**src/rtl/pg_gen_stage.sv**
```systemverilog
// pg_gen_stage: registered generate/propagate pre-processing stage for the vector adder.
// This stage sits directly upstream of the parallel-prefix tree. It conditions B for
// subtract and folds the carry-in into each lane's LSB generate. It also kills the
// propagate at every lane LSB, so the tree can never carry across a lane boundary.
// Beats are buffered in an output register (OR) with one skid register (SK) behind it.
//
// Ports
//   clk, rst               rising-edge clock, synchronous active-high reset
//   in_valid / in_ready    upstream handshake (in_ready is registered, = !SK full)
//   in_a, in_b             operands, WIDTH bits
//   in_sub                 0 = A+B, 1 = A-B (A + ~B + 1 per lane)
//   in_mode                lane size: 00 = 64b, 01 = 32b, 10 = 16b, 11 = 8b
//   in_tag                 opaque tag carried with the beat
//   out_valid / out_ready  downstream handshake (out_valid = OR full)
//   out_g, out_p, out_x    generate (cin folded), tree propagate, half-sum
//   out_sub, out_mode, out_tag   registered copies of the control fields
module pg_gen_stage #(
    parameter int unsigned WIDTH = 64,
    parameter int unsigned TAG_W = 4
) (
    input  logic             clk,
    input  logic             rst,
    input  logic             in_valid,
    output logic             in_ready,
    input  logic [WIDTH-1:0] in_a,
    input  logic [WIDTH-1:0] in_b,
    input  logic             in_sub,
    input  logic [1:0]       in_mode,
    input  logic [TAG_W-1:0] in_tag,
    output logic             out_valid,
    input  logic             out_ready,
    output logic [WIDTH-1:0] out_g,
    output logic [WIDTH-1:0] out_p,
    output logic [WIDTH-1:0] out_x,
    output logic             out_sub,
    output logic [1:0]       out_mode,
    output logic [TAG_W-1:0] out_tag
);

    localparam int unsigned SLICES = WIDTH / 64;

    // Lane-LSB patterns for one 64b slice; lane 0 always starts at bit 0.
    localparam logic [63:0] LSB_64 = 64'h0000_0000_0000_0001;
    localparam logic [63:0] LSB_32 = 64'h0000_0001_0000_0001;
    localparam logic [63:0] LSB_16 = 64'h0001_0001_0001_0001;
    localparam logic [63:0] LSB_8  = 64'h0101_0101_0101_0101;

    typedef struct packed {
        logic [WIDTH-1:0] g;
        logic [WIDTH-1:0] p;
        logic [WIDTH-1:0] x;
        logic             sub;
        logic [1:0]       mode;
        logic [TAG_W-1:0] tag;
    } beat_t;

    // Occupancy: S_ONE = OR full and SK empty, S_TWO = both full.
    typedef enum logic [1:0] {
        S_EMPTY = 2'd0,
        S_ONE   = 2'd1,
        S_TWO   = 2'd2
    } state_t;

    state_t           state;
    state_t           state_next;
    beat_t            or_q;
    beat_t            sk_q;
    beat_t            in_beat;
    logic [WIDTH-1:0] lsb_mask;
    logic [WIDTH-1:0] b_cond;
    logic             accept;
    logic             drain;
    logic             load_or;
    logic             load_or_from_sk;
    logic             load_sk;

    // Lane LSB mask for the requested mode, tiled across every 64b slice.
    always_comb begin
        lsb_mask = '0;
        unique case (in_mode)
            2'b00:   lsb_mask = {SLICES{LSB_64}};
            2'b01:   lsb_mask = {SLICES{LSB_32}};
            2'b10:   lsb_mask = {SLICES{LSB_16}};
            default: lsb_mask = {SLICES{LSB_8}};
        endcase
    end

    // Generate/propagate/half-sum for the incoming beat.
    // On subtract, the +1 is the lane carry-in. A carry-in of 1 at the lane LSB makes
    // g = a&b' | x, so x is ORed into g there. p is cleared at the lane LSB to stop any
    // carry entering the lane from below.
    always_comb begin
        b_cond       = in_sub ? ~in_b : in_b;
        in_beat      = '0;
        in_beat.x    = in_a ^ b_cond;
        in_beat.g    = (in_a & b_cond) | (in_beat.x & lsb_mask & {WIDTH{in_sub}});
        in_beat.p    = in_beat.x & ~lsb_mask;
        in_beat.sub  = in_sub;
        in_beat.mode = in_mode;
        in_beat.tag  = in_tag;
    end

    assign accept = in_valid & in_ready;
    assign drain  = out_valid & out_ready;

    // Occupancy state register.
    always_ff @(posedge clk) begin
        if (rst) begin
            state <= S_EMPTY;
        end else begin
            state <= state_next;
        end
    end

    // Next occupancy and the load controls for OR and SK.
    always_comb begin
        state_next      = state;
        load_or         = 1'b0;
        load_or_from_sk = 1'b0;
        load_sk         = 1'b0;
        unique case (state)
            S_EMPTY: begin
                if (accept) begin
                    load_or    = 1'b1;
                    state_next = S_ONE;
                end
            end
            S_ONE: begin
                if (accept && drain) begin
                    load_or = 1'b1;
                end else if (accept) begin
                    load_sk    = 1'b1;
                    state_next = S_TWO;
                end else if (drain) begin
                    state_next = S_EMPTY;
                end
            end
            S_TWO: begin
                // in_ready is low here, so only a drain can happen.
                if (drain) begin
                    load_or         = 1'b1;
                    load_or_from_sk = 1'b1;
                    state_next      = S_ONE;
                end
            end
            default: begin
                state_next = S_EMPTY;
            end
        endcase
    end

    // Handshake flags are registered copies of the next occupancy.
    always_ff @(posedge clk) begin
        if (rst) begin
            in_ready  <= 1'b0;
            out_valid <= 1'b0;
        end else begin
            in_ready  <= (state_next != S_TWO);
            out_valid <= (state_next != S_EMPTY);
        end
    end

    // Payload registers: OR feeds the outputs, SK catches one beat during a stall.
    always_ff @(posedge clk) begin
        if (rst) begin
            or_q <= '0;
            sk_q <= '0;
        end else begin
            if (load_or) begin
                or_q <= load_or_from_sk ? sk_q : in_beat;
            end
            if (load_sk) begin
                sk_q <= in_beat;
            end
        end
    end

    assign out_g    = or_q.g;
    assign out_p    = or_q.p;
    assign out_x    = or_q.x;
    assign out_sub  = or_q.sub;
    assign out_mode = or_q.mode;
    assign out_tag  = or_q.tag;

endmodule
```
**config.mk**
```make
export PLATFORM = sky130hd
export DESIGN_NAME = pg_gen_stage
export DESIGN_NICKNAME = d
export VERILOG_FILES = /design/src/rtl/pg_gen_stage.sv
export SDC_FILE = /design/constraint.sdc
export NUM_CORES = 1
export LEC_CHECK = 0
export ABC_AREA = 1
export CAP_MARGIN = 40
export CORE_MARGIN = 1.5
export CORE_UTILIZATION = 50
export DETAILED_ROUTE_END_ITERATION = 12
export PLACE_DENSITY = 0.82
export SLEW_MARGIN = 25
export SYNTH_ARGS = -nofsm -noshare
export SYNTH_HDL_FRONTEND = slang
export SYNTH_SLANG_ARGS = --single-unit
```
**constraint.sdc**
```tcl
create_clock -name clk -period 3.8 [get_ports clk]
set_input_delay 0.76 -clock clk [delete_from_list [all_inputs] [get_ports clk]]
set_output_delay 0.76 -clock clk [all_outputs]
set_load 0.03 [all_outputs]
```
==> summary.txt <==
status: finished, final reports clean
die area: 0.0273 mm2
CTS Hold Bufs: 0
Peak VDD IR: 0.000311 V
area leader, netlist: dfxtp_1
# Max-Cap Violations: 0
Worst Reg2Reg Path Length in Cells: 9
GRT Util Overall: 25.0%
Pwr per Cell Area: 463 mW/mm2
worst slew pin tran: 0.728 ns
First-pass DRT Iterations: 5
CP max stage delay: 0.52 ns
Die Ht: 165 um
setup ws final: 1.17 ns
clk_lat worst skew: 0.54 ns
Clock Path Buffers: 3
CTS tree: done
leakage power: 6.41 nW
synth unique cells: 25
Root Driver: clkbuf_16
Setup Buffers After CTS: 0
share of power burned in registers: 41.3%
GP Congestion: 0.808
relative slew slack: 51.5%
fin crit period: 2.63 ns
required time of the critical path: 4.24 ns
clock sink total: 288
Routed WL per cell: 15.6 um
Fmax: 380 MHz
slowest stage cell, crit path: buf_12
YS warnings: 0
final setup violating endpoints: 0
most frequent cells after synthesis: 288 x dfxtp_1, 266 x nor2_1, 218 x nand2_1
crit path kind: input port to flop
syn_area_per_cell: 7.85 um2
fill count: 2118
Starting Density: 50.8%
startpoint types: input port
count leader, synth: dfxtp_1
cells taking the most area after synthesis: dfxtp_1 44%, nor2_1 7.6%, o211ai_1 7.0%, nand2_1 6.2%, ha_1 6.0%
Top FF cell, synth: dfxtp_1
fraction of layout cells with a size suffix above 1: 4.30%
initial antenna violation count: 1
CTS H-tree lvls: 1
Clock power frac: 38.5%
area occupied by multi-input gates: 0.00579 mm2
worst-path fanout max: 145
dpl ws: 0.670 ns
Int Pwr: 5.72 mW
final WL: 34.9 mm
#FFs+latches synth: 288
Reg2Reg Setup Slack: 1.51 ns
area grow syn2layout: 30.8%
crit-path cells: clkdlybuf4s50_1 > nand2_2 > nand2_1 > nand2_4 > buf_12 > inv_1 > nand2_1 > nand3_1 > nand2_1 > inv_1
Hold Path Sink: sk_q[151]
register area share after synthesis: 43.8%
FP Rows: 59
I/O pin total: 340
first-pass GRT wire length: 55.0 mm
Sw Ratio: 28.2%
CTS Buf Count: 30
Hold Crit Start: sk_q[151]
Iteration-0 DRC Markers: 971
Hold Worst Slack: 0.446 ns
hold depth: 2
vias per cell: 5.22
antenna cells: 0
Async S/R FF share, synth: 0%
Antenna Nets Post-Route: 0
Worst Skew: 0.00982 ns
Setup TNS Final: 0 ns
most frequent cell on the critical path: nand2_1
vias in the first global route: 11200
largest net degree at the start of global routing: 146
combinational power share: 20.2%
Hold Vio Cnt, Final: 0
PostCTS Resize Cnt: 0
buffers added on ports: 338
DRC viols: 0
Tcrit/Tclk final: 69.2%
Slew Limit Fails: 0
Critical R2R Launch: out_valid
Via Count: 11700
number of flops mapped to enable cells by yosys: 0
RR Endpoint: out_g[32]
cell count after synthesis: 1675
DIE WIDTH: 165 um
register area: 0.00577 mm2
Nets: 2084
post-detail-place hpwl: 22.5 mm
Clk pin slew, worst setup/hold paths: 0.07 ns
Worst EP arrival: 3.08 ns
Psw: 2.25 mW
gr ovfl total: 0
area share of the largest cell type after synthesis: 43.8%
core area: 0.0259 mm2
Mapped Area: 0.0132 mm2
RSZ-0062 raised after global routing: false
syn nets: 1877
Tightest Hold Check Type: flop to flop
crit end category: flop
how the worst max path moves through the flow:
stage / cells after the start / endpoint / start / slack [ns]
2_1_floorplan: 11 / out_g[32] / in_sub / 1.48
3_3_place_gp: 10 / out_g[8] / out_ready / 0.77
3_5_place_dp: 10 / out_g[32] / out_ready / 0.67
4_1_cts: 10 / out_g[32] / out_ready / 1.21
5_1_grt: 10 / out_g[32] / out_ready / 1.04
6_report: 10 / out_g[32] / out_ready / 1.17
power groups by stage:
stage	Clock [mW]	Sequential [mW]	Combinational [mW]
after floorplan	0	3.58	0.773
after global placement	0	3.35	1.57
after detailed placement	0	3.35	1.60
after CTS	3.11	3.29	1.62
after global routing	3.25	3.31	1.75
final	3.07	3.29	1.61
per-layer routing:
metal	share of wire, %	track usage [%]
met2	47	42.8
met3	7.1	5.29
met4	4.3	11.2
met5	0.043	0
met1	41	30.0
metrics by stage:
step | total power [mW] | cells | util [%] | area (um2)
4_1_cts | 8.02 | 2240 | 66.3 | 17200
5_1_grt | 8.31 | 2241 | 66.4 | 17200
3_3_place_gp | 4.92 | 2184 | 62.2 | 16100
2_1_floorplan | 4.35 | 1675 | - | 13200
3_5_place_dp | 4.96 | 2184 | 62.2 | 16100
6_report | 7.97 | 2241 | 66.4 | 17200
state kept, by name (all words and copies together) (netlist names):
signal,cells
out_g,64
out_x,63
out_mode,2
state,2
in_ready,1
out_valid,1
out_p,8
out_sub,1
sk_q,142
out_tag,4
critical path, delay by kind of cell:
family / cells / cell delay (ns)
and+or+nand+nor: 6 / 0.96
buffers and inverters: 4 / 1.30
layout make-up:
cell class	count	area share (%)
multi-input cells	1059	33.7
flip-flops and latches	288	33.5
repair buffers	353	20.9
clock buffers	42	5.21
inverters	150	3.30
well taps	335	2.44
clock inverters	14	0.931
logic make-up (layout without fill, tap and decap cells):
kind of cell | after synthesis | in the layout | share of synthesized area (%)
DFF | 288 | 288 | 43.8
buffers and inverters | 328 | 559 | 12.3
and+or+nand+nor | 526 | 526 | 15.5
AOI/OAI and AO/OA | 406 | 406 | 18.1
adders and majority gates | 63 | 63 | 5.99
other | 1 | 1 | 0.0285
xor gates and xnor gates | 63 | 63 | 4.19
cell usage in the layout (no fill, tap or decap), types with 2 or more instances in the layout:
| cell type | instances |
|---|---|
| bufinv_16 | 3 |
| clkbuf_8 | 8 |
| o211ai_1 | 123 |
| clkinv_4 | 2 |
| clkinvlp_4 | 3 |
| inv_1 | 148 |
| a31oi_1 | 9 |
| clkinv_2 | 6 |
| clkdlybuf4s50_1 | 337 |
| o21ai_0 | 125 |
| nand3_1 | 34 |
| a21oi_2 | 5 |
| xor2_1 | 63 |
| nor2_1 | 266 |
| buf_4 | 8 |
| clkbuf_16 | 31 |
| nand2_4 | 2 |
| a21oi_1 | 137 |
| buf_12 | 7 |
| ha_1 | 63 |
| nand2_1 | 217 |
| dfxtp_1 | 288 |
| o21bai_1 | 7 |
| nor3_1 | 2 |
| clkbuf_1 | 3 |
No activity file was read; power rests on OpenSTA's default activity.
